--- src/rtl/clkdiv_pkg.sv ---
// Shared constants and helpers for the multi-channel clock-tick divider.
// The high-phase threshold helper works on a fixed 16-bit width, so CNT_W must not exceed 16.
package clkdiv_pkg;

    localparam int LEGACY_VGA_DIV = 4;
    localparam int DIV_MIN        = 1;
    localparam int THR_W          = 16;

    // Counter values at or above this threshold drive the divided clock high.
    // As a result, the high phase is ceil(D/2) cycles long.
    function automatic logic [THR_W-1:0] high_threshold(input logic [THR_W-1:0] div);
        return div >> 1;
    endfunction

endpackage

--- src/rtl/clkdiv_channel.sv ---
// A single divider channel. It holds the counter, the active divisor and the shadow divisor.
// It produces a registered one-cycle tick and a registered divided clock.
// A new divisor is staged in the shadow register. It becomes active only at the period
// boundary (wrap) or on sync, so a running period is never cut short or stretched.
module clkdiv_channel
    import clkdiv_pkg::*;
#(
    parameter int CNT_W       = 8,
    parameter int DEFAULT_DIV = LEGACY_VGA_DIV
) (
    input  logic             clk,
    input  logic             rst,
    input  logic             en,
    input  logic             ld,
    input  logic [CNT_W-1:0] ld_val,
    input  logic             sync,
    output logic             tick,
    output logic             div_clk
);

    logic [CNT_W-1:0] cnt_q, cnt_d;
    logic [CNT_W-1:0] act_q, act_d;
    logic [CNT_W-1:0] shd_q, shd_d;
    logic [CNT_W-1:0] div_eff;
    logic [CNT_W-1:0] cnt_inc;
    logic             wrap;
    logic             tick_q, tick_d;
    logic             div_clk_q, div_clk_d;

    // Next-state logic. A divisor of 0 counts as 1.
    // A write that lands on a wrap or sync cycle bypasses the shadow register.
    always_comb begin
        div_eff   = (act_q == '0) ? CNT_W'(DIV_MIN) : act_q;
        wrap      = en && (cnt_q == div_eff - CNT_W'(1));
        cnt_inc   = wrap ? '0 : cnt_q + CNT_W'(1);
        shd_d     = ld ? ld_val : shd_q;
        act_d     = (sync || wrap) ? shd_d : act_q;
        cnt_d     = cnt_q;
        tick_d    = 1'b0;
        div_clk_d = div_clk_q;
        if (sync) begin
            cnt_d     = '0;
            div_clk_d = 1'b0;
        end else if (en) begin
            cnt_d     = cnt_inc;
            tick_d    = wrap;
            div_clk_d = (THR_W'(cnt_inc) >= high_threshold(THR_W'(div_eff)));
        end
    end

    // State registers. Reset restores the default divisor and drops any pending write.
    always_ff @(posedge clk) begin
        if (rst) begin
            cnt_q     <= '0;
            act_q     <= CNT_W'(DEFAULT_DIV);
            shd_q     <= CNT_W'(DEFAULT_DIV);
            tick_q    <= 1'b0;
            div_clk_q <= 1'b0;
        end else begin
            cnt_q     <= cnt_d;
            act_q     <= act_d;
            shd_q     <= shd_d;
            tick_q    <= tick_d;
            div_clk_q <= div_clk_d;
        end
    end

    assign tick    = tick_q;
    assign div_clk = div_clk_q;

endmodule

--- src/rtl/clk_tick_divider.sv ---
// Top level of the multi-channel tick divider. All channels run from a single clock domain.
// The divisor-write channel select is decoded here, and out-of-range selects are ignored.
// When CLKDIV_SYNC_EN is defined, the sync_in port is added. It phase-aligns all channels
// and applies their pending divisors.
module clk_tick_divider
    import clkdiv_pkg::*;
#(
    parameter int NUM_CH      = 2,
    parameter int CNT_W       = 8,
    parameter int CH_W        = 1,
    parameter int DEFAULT_DIV = LEGACY_VGA_DIV
) (
    input  logic              clk,
    input  logic              rst,
    input  logic [NUM_CH-1:0] ch_en,
    input  logic              wr_en,
    input  logic [CH_W-1:0]   wr_ch,
    input  logic [CNT_W-1:0]  wr_div,
    output logic [NUM_CH-1:0] tick,
    output logic [NUM_CH-1:0] div_clk
`ifdef CLKDIV_SYNC_EN
    ,
    input  logic              sync_in
`endif
);

    logic [NUM_CH-1:0] ld_vec;
    logic              sync_w;

`ifdef CLKDIV_SYNC_EN
    assign sync_w = sync_in;
`else
    assign sync_w = 1'b0;
`endif

    // One-hot load strobes for each channel. A select that matches no channel loads nothing.
    always_comb begin
        ld_vec = '0;
        for (int i = 0; i < NUM_CH; i++) begin
            ld_vec[i] = wr_en && (int'(wr_ch) == i);
        end
    end

    for (genvar g = 0; g < NUM_CH; g++) begin : g_ch
        clkdiv_channel #(
            .CNT_W       (CNT_W),
            .DEFAULT_DIV (DEFAULT_DIV)
        ) u_channel (
            .clk     (clk),
            .rst     (rst),
            .en      (ch_en[g]),
            .ld      (ld_vec[g]),
            .ld_val  (wr_div),
            .sync    (sync_w),
            .tick    (tick[g]),
            .div_clk (div_clk[g])
        );
    end

endmodule

--- config.mk ---
export PLATFORM = sky130hd
export DESIGN_NAME = clk_tick_divider
export DESIGN_NICKNAME = d
export VERILOG_FILES = /design/src/rtl/clkdiv_pkg.sv /design/src/rtl/clkdiv_channel.sv /design/src/rtl/clk_tick_divider.sv
export SDC_FILE = /design/constraint.sdc
export NUM_CORES = 1
export LEC_CHECK = 0
export ABC_AREA = 0
export BUFFER_PORTS_ARGS = -buffer_cell sky130_fd_sc_hd__buf_4
export CAP_MARGIN = 20
export CORE_MARGIN = 3
export CORE_UTILIZATION = 50
export CTS_CLUSTER_SIZE = 10
export DETAILED_ROUTE_END_ITERATION = 8
export PLACE_DENSITY_LB_ADDON = 0.08
export SYNTH_ARGS = -nofsm -noshare
export SYNTH_HDL_FRONTEND = slang
export SYNTH_HIERARCHICAL = 1
export SYNTH_SLANG_ARGS = --single-unit
--- constraint.sdc ---
create_clock -name clk -period 4.5 [get_ports clk]
set_clock_uncertainty 0.15 [all_clocks]
set_input_delay 0.9 -clock clk [delete_from_list [all_inputs] [get_ports clk]]
set_output_delay 0.9 -clock clk [all_outputs]
set_load 0.005 [all_outputs]
# ---- Word level (Yosys, flattened, before mapping)
# Index checks and enable logic that the tools add are counted.
dict set report totals {
  reg_bits 52
  latchBits 0
  mem_bits_rw 0
  rom_bits 0
  input_bits 14
  output_inout_bits 4
  wordCells 35
  n_memories 0
}
dict set report classes {
  addsub 4
  n_mul 0
  n_div 0
  magnitude_cmp 2
  n_eq_ne 2
  shifts 0
  mux 6
  n_bitwise 3
  n_reduce_logical 8
}
# operator count
set op_table {}
lappend op_table {{2-to-1 mux 8 bit} 6}
lappend op_table {{adder 8 x 1 -> 8 bit, second input constant} 2}
lappend op_table {{== test 8 bit} 2}
lappend op_table {{greater-or-equal comparator 8 x 7 -> 1 bit} 2}
lappend op_table {{logical NOT 8 bit} 2}
lappend op_table {{subtractor 8 x 1 -> 8 bit, second input constant} 2}
lappend op_table {{logical AND 1 bit} 4}
lappend op_table {{OR reduction 2 bit} 2}
lappend op_table {{inverter 1 bit} 3}

# ---- Longest topological paths before layout
# Gate-level depths: netlist of the first run.
dict set report logic_depth {
  depth_word 7
  depth_mapped 16
  mapped_depth_nobuf 15
}

# ---- Hierarchy
# The synthesis of the first run kept the hierarchy.
# module instances cells_per_inst area_per_inst_um2 seq_area_each_um2
set modules_own_cells {}
lappend modules_own_cells {clkdiv_channel 2 184 1611.5 520.5}
lappend modules_own_cells {clk_tick_divider 1 3 20.0 0.0}

# ---- Worst setup path before layout of the first run
# Ideal clock, no wire load.
dict set report synth_path {
  path_type {reg2reg}
  startpoint {register g_ch[0].u_channel.act_q[3]}
  endpoint {register g_ch[0].u_channel.div_clk_q}
  setup_time_ps 119
  arrival_time_ps 3000
  required_time_ps 4231
  setup_slack_ps 1230
  path_stages_with_launch 17
  path_buffers 3
  synth_period_minus_slack_ps 3270
  path_cell_list {dfxtp_1 > buf_2 > nor4_4 > a41oi_2 > ha_1 > xor2_1 > o221ai_1 > o41ai_1 > o2111a_1 > buf_2 > buf_6 > nor2_1 > ha_1 > nand2b_1 > a2111oi_0 > o2bb2ai_1 > a21oi_1}
}
dict set report synth_via {
  elab_chain_len 7
}
# element line
set synth_lines {}
lappend synth_lines {{start, declared} clkdiv_channel.sv:22} ;# logic [CNT_W-1:0] act_q, act_d;
lappend synth_lines {{start signal, assigned} clkdiv_channel.sv:55} ;# act_q <= CNT_W'(DEFAULT_DIV);
lappend synth_lines {{start signal, assigned} clkdiv_channel.sv:61} ;# act_q <= act_d;
lappend synth_lines {{logical NOT 8 bit} clkdiv_channel.sv:33} ;# div_eff = (act_q == '0) ? CNT_W'(DIV_MIN) : act_q;
lappend synth_lines {{2-to-1 mux 8 bit (*)} clkdiv_channel.sv:33}
lappend synth_lines {{subtractor 8 x 1 -> 8 bit (*)} clkdiv_channel.sv:34} ;# wrap = en && (cnt_q == div_eff - CNT_W'(1));
lappend synth_lines {{== test 8 bit (*)} clkdiv_channel.sv:34}
lappend synth_lines {{logical AND 1 bit (*)} clkdiv_channel.sv:34}
lappend synth_lines {{2-to-1 mux 8 bit (*)} clkdiv_channel.sv:35} ;# cnt_inc = wrap ? '0 : cnt_q + CNT_W'(1);
lappend synth_lines {{named net g_ch[0].u_channel.cnt_inc[6]} clkdiv_channel.sv:25} ;# logic [CNT_W-1:0] cnt_inc;
lappend synth_lines {{greater-or-equal comparator 8 x 7 -> 1 bit (*)} clkdiv_channel.sv:47} ;# div_clk_d = (THR_W'(cnt_inc) >= high_threshold(THR_W'(div_eff)));
lappend synth_lines {{end signal, assigned} clkdiv_channel.sv:64} ;# div_clk_q <= div_clk_d;
lappend synth_lines {{end, declared} clkdiv_channel.sv:28} ;# logic div_clk_q, div_clk_d;
# The timed path passes the listed nets; every way through them passes the cells marked *.
# A chain may end at the register's enable or synchronous reset.

# ---- Final worst setup path of the first run
dict set report layout_path {
  startpoint {register g_ch[1].u_channel.act_q[3]}
  endpoint {register g_ch[1].u_channel.div_clk_q}
}
dict set report layout_via {
  elab_chain_len 7
}
# element line
set layout_lines {}
lappend layout_lines {{start, declared} clkdiv_channel.sv:22}
lappend layout_lines {{start signal, assigned} clkdiv_channel.sv:55}
lappend layout_lines {{start signal, assigned} clkdiv_channel.sv:61}
lappend layout_lines {{logical NOT 8 bit} clkdiv_channel.sv:33}
lappend layout_lines {{2-to-1 mux 8 bit (*)} clkdiv_channel.sv:33}
lappend layout_lines {{subtractor 8 x 1 -> 8 bit (*)} clkdiv_channel.sv:34}
lappend layout_lines {{== test 8 bit (*)} clkdiv_channel.sv:34}
lappend layout_lines {{logical AND 1 bit (*)} clkdiv_channel.sv:34}
lappend layout_lines {{2-to-1 mux 8 bit (*)} clkdiv_channel.sv:35}
lappend layout_lines {{named net g_ch[1].u_channel.cnt_inc[5]} clkdiv_channel.sv:25}
lappend layout_lines {{greater-or-equal comparator 8 x 7 -> 1 bit (*)} clkdiv_channel.sv:47}
lappend layout_lines {{end signal, assigned} clkdiv_channel.sv:64}
lappend layout_lines {{end, declared} clkdiv_channel.sv:28}
# Marks and branches as above.

==> impl_metrics.env, run 1 <==
export IMPL_wl_um=6600
export IMPL_cts_resized_gates=0
export IMPL_coreArea_um2=6100
export IMPL_clkSinkCount=52
export IMPL_grt_usage_pct=18.6
export IMPL_synth_area_um2=3240
export IMPL_timing_final_max_slew_violations=0
export IMPL_grt_use_met1_pct=27.2
export IMPL_pwr_share_clk_pct=36.7
export IMPL_nets=400
export IMPL_seq_area_frac_synth_pct=32.1
export IMPL_antenna_found_initial=0
export IMPL_cts_buffer_depth=2
export IMPL_pin_count=18
export IMPL_netlist_instances=371
export IMPL_crit_family="compound AO/OA/AOI/OAI gates"
export IMPL_synth_flop_cell="dfxtp_1"
export IMPL_drtAntennaViolNets=0
export IMPL_vias=2477
export IMPL_grt_use_met2_pct=28.4
export IMPL_vias_per_cell=5.59
export IMPL_switching_share_pct=24.7
export IMPL_synthTopCellsByCount="52 x dfxtp_1, 40 x nor2_1, 22 x nor3_1"
export IMPL_cp_required_ns=4.55
export IMPL_cpMaxStageDelayCell="o2111a_1"
export IMPL_wl_per_cell_um=14.9
export IMPL_hpwl_um=4850
export IMPL_hold_buffers=0
export IMPL_vdd_drop_max_mv=0.187
export IMPL_synth_most_common_cell="dfxtp_1"
export IMPL_grt_overflow_total=0
export IMPL_yosys_area_top_type="dfxtp_1"
export IMPL_fin_setup_tns_ns=0
export IMPL_internal_power_w=0.000760
export IMPL_worst_path_most_repeated_cell="ha_1"
export IMPL_fp_dieW_um=86.5
export IMPL_outcome="finished clean"
export IMPL_worstSetupEndpointType="flop"
export IMPL_synth_edff_count=0
export IMPL_ctsRootBufferMaster="clkbuf_8"
export IMPL_finalPower_w=0.00101
export IMPL_globalplace_congestion=0.963
export IMPL_seqPwrFrac_pct=49.2
export IMPL_drc=0
export IMPL_postCtsSetupBuffers=0
export IMPL_grt_first_pass_wirelength_um=11200
export IMPL_clkLatencyLatePin_ns=0.30
export IMPL_async_flop_share_pct=0
export IMPL_hold_viol_final=0
export IMPL_p_leak_nw=1.37
export IMPL_clkTransAtPathRegs_ns=0.09
export IMPL_area_growth_pct=7.14
export IMPL_numCtsBuffers=5
export IMPL_crit_type="flop to flop"
export IMPL_tightest_slew_ns=0.522
export IMPL_min_period_ns=3.65
export IMPL_fin_crit_sh_pct=81.1
export IMPL_met3_usage_pct=3.61
export IMPL_port_buffers=17
export IMPL_maxCapViolCount=0
export IMPL_rows=28
export IMPL_diodes=0
export IMPL_power_density_nw_per_um2=291
export IMPL_finalSetupViolCount=0
export IMPL_avgSynthCellArea_um2=8.74
export IMPL_initial_core_util_pct=53.2
export IMPL_synth_top_area_share_pct=32.1
export IMPL_synth_seq_cells=52
export IMPL_yosysWarnings=6
export IMPL_grt_max_degree=37
export IMPL_first_global_vias=2291
export IMPL_synth_area_leaders="dfxtp_1 32%, ha_1 6.9%, nor4_4 5.2%"
export IMPL_rsz0062_at_grt="false"
export IMPL_die_h_um=86.5
export IMPL_slowest_delay_ns=0.59
export IMPL_hold_slack_ns=0.354
export IMPL_cp_max_fo=14
export IMPL_top_usage_layer="met2"
export IMPL_cp_arrival_ns=3.70
export IMPL_crit_buf_inv=0
export IMPL_yosysUniqueCellTypes=44
export IMPL_slew_headroom_pct=65.2
export IMPL_p_comb_share_pct=14.1
export IMPL_startpoint_type="flop"
export IMPL_layout_drive_gt1_share_pct=13.6
export IMPL_drt_iter0_drc=92
export IMPL_htree_levels=2
export IMPL_drt_pass1_iterations=4
export IMPL_design_area_um2=3470
export IMPL_dieArea_um2=7490
export IMPL_worstPathCellList="nor4_4, a41oi_2, ha_1, nand2_1, o41ai_1, o2111a_1, nor2_1, ha_1, a2111oi_0, o2bb2ai_1, a21oi_1"
export IMPL_clock_fmax_mhz=274
export IMPL_cts_tree="done"
export IMPL_switching_power_w=0.000250
export IMPL_worstHoldPathType="flop to flop"
export IMPL_dpl_cell_area_um2=3350
==> layout make-up <==
class | count | area (um2)
Sequential cell | 52 | 1040
Timing Repair Buffer | 19 | 143
Clock inverter | 2 | 60.1
Inverter | 16 | 60.1
Multi-Input combinational cell | 274 | 2010
Clock buffer | 5 | 68.8
Fill cell | 585 | 2620
Tap cell | 75 | 93.8
==> cell families after synthesis <==
logic type / count (synthesis) / synth area share (%)
and+or+nand+nor: 132 / 24.7
DFF: 52 / 32.1
adders and majority gates: 18 / 6.94
xor gates and xnor gates: 28 / 7.56
muxes: 16 / 5.02
AOI/OAI and AO/OA: 76 / 17.2
buffers and inverters: 48 / 6.33
other: 1 / 0.116
==> registers in the layout, indices dropped and copies added (netlist names) <==
name,count
g_ch.u_channel/act_q,16
g_ch.u_channel/shd_q,16
g_ch.u_channel/div_clk,2
g_ch.u_channel/tick,2
g_ch.u_channel/cnt_q,16
==> per-layer routing <==
metal  vias up  wire (um)  part of all wire [%]
met5         -          0                     0
met4         0         29                  0.44
met3         2        279                   4.2
met2        37       2890                    44
met1      1137       3400                    52
li1       1301          -                     -
==> final timing paths <==
kind | slack (ns) | cells after the start | to | startpoint
worst max register to register | 0.85 | 11 | g_ch[1].u_channel/div_clk | g_ch[1].u_channel/act_q[3]
worst max-delay path | 0.85 | 11 | g_ch[1].u_channel/div_clk | g_ch[1].u_channel/act_q[3]
worst min-delay path | 0.35 | 2 | g_ch[1].u_channel/shd_q[1] | g_ch[1].u_channel/shd_q[1]
worst min register to register | 0.35 | 2 | g_ch[1].u_channel/shd_q[1] | g_ch[1].u_channel/shd_q[1]
==> power by group through the flow <==
stage	sequential [W]	clock (W)	combinational, W
finish	0.000497	0.000371	0.000143
CTS	0.000497	0.000383	0.000143
detailed placement	0.000508	0	0.000142
floorplan	0.000501	0	0.000116
global placement	0.000507	0	0.000141
global route	0.000500	0.000401	0.000160
==> placed cells by master (no fill, tap or decap), drive strengths merged, types with 5 or more instances in the layout <==
cell / Yosys / routed
nand2b: 12 / 12
and3: 14 / 14
or2: 6 / 6
xnor2: 14 / 14
a21oi: 18 / 18
nor4: 8 / 8
nand3: 12 / 12
dfxtp: 52 / 52
nand2: 6 / 6
nor2: 40 / 40
ha: 18 / 18
inv: 16 / 16
xor2: 14 / 14
nor3: 22 / 22
o21ai: 12 / 12
buf: 12 / 19
a211oi: 14 / 14
mux2i: 14 / 14
clkbuf: 20 / 5
==> worst min-delay path: cells and delay by family (launching register included) <==
kind / cells / cell delay [ns]
AND/OR/NAND/NOR: 1 / 0.08
multiplexers: 1 / 0.08
flip-flops: 1 / 0.32
==> stage by stage <==
step                      cells  utilization (%)  worst slack, ns
after global placement      436             54.9             1.00
after CTS                   443             57.0            0.845
after floorplan             374                -             1.23
final                       443             57.0            0.850
after global routing        443             57.0            0.544
after detailed placement    436             54.9            0.846
(Power assumes the default switching activity.)
==> run 2, diff against run 1 <==
==> constraint.sdc (replaced) <==
create_clock -name clk -period 3.06 [get_ports clk]
set_clock_uncertainty 0.15 [all_clocks]
set_input_delay 0.612 -clock clk [delete_from_list [all_inputs] [get_ports clk]]
set_output_delay 0.612 -clock clk [all_outputs]
set_load 0.005 [all_outputs]
==> run 2 against run 1 <==
  * The run now ends with negative setup slack left
  * Fmax is 18% higher
  * Sequential power is 45% higher
  * Hold slack worse by 0.0032 ns
  * Setup slack lost 0.87 ns
  * Largest power group unchanged
  * Highest routed layer unchanged
==> impl_metrics.env, run 2 (synthesis gave the netlist of run 1 again) <==
export IMPL_timing_final_max_slew_violations=0
export IMPL_grt_first_pass_wirelength_um=12300
export IMPL_hpwl_um=5400
export IMPL_cts_tree="done"
export IMPL_final_cells=476
export IMPL_fp_dieW_um=86.5
export IMPL_multiInputGateArea_um2=2150
export IMPL_wl_per_cell_um=15.1
export IMPL_cp_arrival_ns=3.13
export IMPL_startpoint_type="flop"
export IMPL_hold_buffers=0
export IMPL_p_leak_nw=1.56
export IMPL_fin_crit_sh_pct=101
export IMPL_clkSinkCount=52
export IMPL_numCtsBuffers=5
export IMPL_maxCapViolCount=0
export IMPL_drtAntennaViolNets=0
export IMPL_power_density_nw_per_um2=398
export IMPL_dp_cells=458
export IMPL_rsz0062_at_grt="true"
export IMPL_vdd_drop_max_mv=0.268
export IMPL_htree_levels=2
export IMPL_reg_largest_list="g_ch.u_channel/act_q x16, g_ch.u_channel/cnt_q x16, g_ch.u_channel/shd_q x16"
export IMPL_die_h_um=86.5
export IMPL_dieArea_um2=7490
export IMPL_mostFrequentLayoutCell="buf_4"
export IMPL_ctsRootBufferMaster="clkbuf_8"
export IMPL_post_place_ws_ns=-0.0672
export IMPL_first_global_vias=2605
export IMPL_drt_pass1_iterations=4
export IMPL_grt_usage_pct=20.4
export IMPL_layout_drive_gt1_share_pct=26.4
export IMPL_drc=0
export IMPL_hold_viol_final=0
export IMPL_diodes=0
export IMPL_finalPower_w=0.00154
export IMPL_cts_buffer_depth=2
export IMPL_seqCellArea_um2=1050
export IMPL_outcome="finished, violations left"
export IMPL_rows=28
export IMPL_nets=433
export IMPL_wl_um=7210
export IMPL_failed_checks="negative setup slack"
export IMPL_nFillCells=512
export IMPL_coreArea_um2=6100
export IMPL_grt_overflow_total=0
export IMPL_min_period_ns=3.08
export IMPL_finalCoreUtilization_pct=63.6
export IMPL_initial_core_util_pct=53.2
export IMPL_clock_fmax_mhz=324
export IMPL_crit_type="flop to flop"
export IMPL_globalplace_congestion=0.860
export IMPL_port_buffers=17
export IMPL_area_growth_pct=19.6
export IMPL_worstSetupEndpointType="flop"
export IMPL_final_cell_mix="49 x buf_4, 48 x dfxtp_1, 39 x nor2_1, 22 x nor3_1"
export IMPL_cp_max_fo=6
export IMPL_clkLatencyLatePin_ns=0.31
export IMPL_vias_per_cell=5.69
export IMPL_worst_slack_ns=-0.0228
export IMPL_cp_required_ns=3.11
export IMPL_vias=2710
export IMPL_pin_count=18
export IMPL_finalSetupViolCount=1
export IMPL_clkTransAtPathRegs_ns=0.09
export IMPL_drt_iter0_drc=129
export IMPL_antenna_found_initial=0
export IMPL_grt_max_degree=37
export IMPL_worstHoldPathType="flop to flop"
==> run 2: final timing paths <==
| kind | start | depth (start not counted) | to | slack, ns |
|---|---|---|---|---|
| worst max-delay path | g_ch[0].u_channel/act_q[2] | 12 | g_ch[0].u_channel/div_clk | -0.02 |
| worst min-delay path | g_ch[0].u_channel/shd_q[6] | 2 | g_ch[0].u_channel/shd_q[6] | 0.35 |
| worst max register to register | g_ch[0].u_channel/act_q[2] | 12 | g_ch[0].u_channel/div_clk | -0.02 |
| worst min register to register | g_ch[0].u_channel/shd_q[6] | 2 | g_ch[0].u_channel/shd_q[6] | 0.35 |
==> run 2: what timing repair did <==
item                                   CTS  global route
setup endpoints to repair                1             5
resized for setup                        6            14
setup buffers                            8             4
endpoints found under the hold margin    0             0
pin swaps                               17            25
==> run 2: area by class of cell <==
cell class,count,area share [%]
timing repair buffer,52,10.4
clock buffer,5,1.77
tap,75,2.42
multi-input combinational,274,55.4
inverter,16,1.55
sequential,52,27.0
clock inverter,2,1.55
==> run 2: stage by stage <==
step                      area (um2)   TNS, ns  hold slack (ns)
final                           3880   -0.0228            0.351
after global placement          3580   -0.0241            0.326
after floorplan                 3330         0            0.306
after detailed placement        3580   -0.0672            0.336
after CTS                       3780  -0.00628            0.360
after global routing            3880    -0.276            0.381
==> run 2: per-layer routing <==
layer,track usage [%],routed length [um]
met4,5.24,59
met1,28.7,3560
met5,0,0
met3,3.71,294
met2,32.2,3300
==> run 2: critical path: stages (launching register included) <==
cell,delay [ns]
dfxtp_2,0.34
nor4_4,0.36
a41oi_2,0.21
ha_4,0.32
xor2_1,0.14
o2111a_1,0.23
o2111a_2,0.31
nor2_1,0.07
ha_1,0.28
o21a_1,0.19
o21a_1,0.17
o2bb2ai_1,0.14
a21oi_1,0.07
==> run 2: report_power, final <==
group	total [W]	leakage, nW	internal (W)	switching, W
Clock	0.000546	0.0642	0.000322	0.000225
Sequential	0.000722	0.424	0.000704	0.0000178
Combinational	0.000274	1.07	0.000129	0.000145
Total	0.00154	1.56	0.00115	0.000387
==> run 3, diff against run 2 <==
--- a/config.mk
+++ b/config.mk
@@ -9,7 +9,7 @@
 export BUFFER_PORTS_ARGS = -buffer_cell sky130_fd_sc_hd__buf_4
 export CAP_MARGIN = 20
 export CORE_MARGIN = 3
-export CORE_UTILIZATION = 50
+export CORE_UTILIZATION = 40
 export CTS_CLUSTER_SIZE = 10
 export DETAILED_ROUTE_END_ITERATION = 8
 export PLACE_DENSITY_LB_ADDON = 0.08
==> run 3 against run 2 <==
  * The flow now finishes without violations
  * Fmax rose by 1.2%
  * Cell area rose by 3.6%
  * Die area rose by 23%
  * Flip-flop and latch count did not move
  * Critical path type unchanged
  * Largest cell class unchanged
  * Sequential share of layout area fell by 0.93 points
  * Non-clock buffer count rose by 11
==> impl_metrics.env, run 3 (synthesis gave the netlist of run 1 again) <==
export IMPL_rsz0062_at_grt="true"
export IMPL_fp_dieW_um=96.0
export IMPL_switching_power_w=0.000396
export IMPL_grt_first_pass_wirelength_um=12600
export IMPL_cp_required_ns=3.11
export IMPL_vdd_drop_max_mv=0.286
export IMPL_hold_buffers=0
export IMPL_crit_type="flop to flop"
export IMPL_worstHoldPathType="flop to flop"
export IMPL_coreArea_um2=7810
export IMPL_pin_count=18
export IMPL_startpoint_type="flop"
export IMPL_post_place_ws_ns=-0.0879
export IMPL_finalSetupViolCount=0
export IMPL_cp_max_fo=8
export IMPL_clkLatencyLatePin_ns=0.30
export IMPL_vias=2695
export IMPL_cts_tree="done"
export IMPL_drc=0
export IMPL_rows=32
export IMPL_cp_arrival_ns=3.09
export IMPL_final_cell_mix="62 x buf_4, 48 x dfxtp_1, 40 x nor2_1, 22 x nor3_1"
export IMPL_area_growth_pct=23.8
export IMPL_dieArea_um2=9220
export IMPL_grt_usage_pct=17.3
export IMPL_outcome="finished clean"
export IMPL_drtAntennaViolNets=0
export IMPL_numCtsBuffers=5
export IMPL_worstSetupEndpointType="flop"
export IMPL_design_area_um2=4020
export IMPL_worst_slack_ns=0.0127
export IMPL_timing_final_max_slew_violations=0
export IMPL_p_leak_nw=1.62
export IMPL_mostFrequentLayoutCell="buf_4"
export IMPL_die_h_um=96.0
export IMPL_power_density_nw_per_um2=390
export IMPL_initial_core_util_pct=41.5
export IMPL_worstPathCellList="nor4_4, a41oi_2, ha_4, xor2_1, o221ai_2, o41ai_2, o2111a_2, nor2_1, ha_1, nand2b_1, a2111oi_2, o2bb2ai_1, a21oi_1"
export IMPL_globalplace_congestion=0.804
export IMPL_pwr_share_clk_pct=34.7
export IMPL_fin_crit_sh_pct=99.6
export IMPL_htree_levels=2
export IMPL_cts_buffer_depth=2
export IMPL_hold_viol_final=0
export IMPL_grt_overflow_total=0
export IMPL_slowest_delay_ns=0.39
export IMPL_ctsRootBufferMaster="clkbuf_8"
export IMPL_finalPower_w=0.00157
export IMPL_wl_per_cell_um=14.8
export IMPL_cpMaxStageDelayCell="o2111a_2"
export IMPL_diodes=0
export IMPL_layout_drive_gt1_share_pct=28.4
export IMPL_nets=444
export IMPL_hpwl_um=5740
export IMPL_crit_family="compound AO/OA/AOI/OAI gates"
export IMPL_grt_max_degree=37
export IMPL_clkSinkCount=52
export IMPL_crit_buf_inv=0
export IMPL_drt_pass1_iterations=4
export IMPL_reg_largest_list="g_ch.u_channel/act_q x16, g_ch.u_channel/cnt_q x16, g_ch.u_channel/shd_q x16"
export IMPL_dpl_cell_area_um2=3700
export IMPL_antenna_found_initial=0
export IMPL_clock_fmax_mhz=328
export IMPL_switching_share_pct=25.3
export IMPL_port_buffers=17
export IMPL_vias_per_cell=5.24
export IMPL_seqPwrFrac_pct=46.0
export IMPL_maxCapViolCount=0
export IMPL_wl_um=7620
export IMPL_internal_power_w=0.00117
export IMPL_min_period_ns=3.05
export IMPL_clkTransAtPathRegs_ns=0.10
export IMPL_drt_iter0_drc=152
export IMPL_p_comb_share_pct=19.3
export IMPL_first_global_vias=2530
run 3: changes by cell type in the layout (fill, tap and decap cells not counted), sizes merged:
cell	previous run	this run
buf	52	63
run 3: path summary, 6_finish.rpt:
path	slack, ns	to	cells after the start	start
setup / recovery	0.01	g_ch[0].u_channel/div_clk	13	g_ch[0].u_channel/act_q[3]
hold / removal	0.35	g_ch[1].u_channel/shd_q[0]	2	g_ch[1].u_channel/shd_q[0]
setup reg to reg	0.01	g_ch[0].u_channel/div_clk	13	g_ch[0].u_channel/act_q[3]
hold reg to reg	0.35	g_ch[1].u_channel/shd_q[0]	2	g_ch[1].u_channel/shd_q[0]
run 3: power by group through the flow:
stage	clock network [W]	logic, W	registers [W]
2_1_floorplan	0	0.000186	0.000737
3_3_place_gp	0	0.000267	0.000736
3_5_place_dp	0	0.000270	0.000736
4_1_cts	0.000558	0.000281	0.000721
5_1_grt	0.000586	0.000333	0.000724
6_report	0.000545	0.000303	0.000721
run 3: area by class of cell:
cell class              instances  area (um2)
inverters                      16        60.1
repair buffers                 63         477
clock buffers                   5        68.8
well taps                     102         128
fillers                       775        3790
flip-flops and latches         52        1050
multi-input cells             274        2180
clock inverters                 2        60.1
run 3: repair_timing:
| item | in CTS | in global routing |
|---|---|---|
| gates resized for setup | 10 | 11 |
| buffers inserted | 5 | 5 |
| hold endpoints to repair | 0 | 0 |
| pin swaps | 13 | 18 |
| setup endpoints to repair | 2 | 2 |
run 3: through the flow:
step                      hold slack [ns]  utilization [%]  setup TNS (ns)  std cells
after floorplan                     0.306                -               0        374
after global placement              0.326             47.4         -0.0357        497
after detailed placement            0.334             47.4          -0.122        497
after CTS                           0.357             50.1               0        509
after global routing                0.393             51.4          -0.341        514
final                               0.347             51.4               0        514
run 3: tightest hold or removal path, delay by kind of cell, from the launching register on:
family	cells	cell delay [ns]
DFF	1	0.31
muxes	1	0.07
and+or+nand+nor	1	0.08
run 3: per-layer routing:
metal,GRT usage [%],vias to the layer above,wire [um]
met5,0,-,0
met4,4.38,0,101
met3,2.27,8,243
met2,25.8,51,3330
met1,26.2,1248,3940
li1,-,1388,-
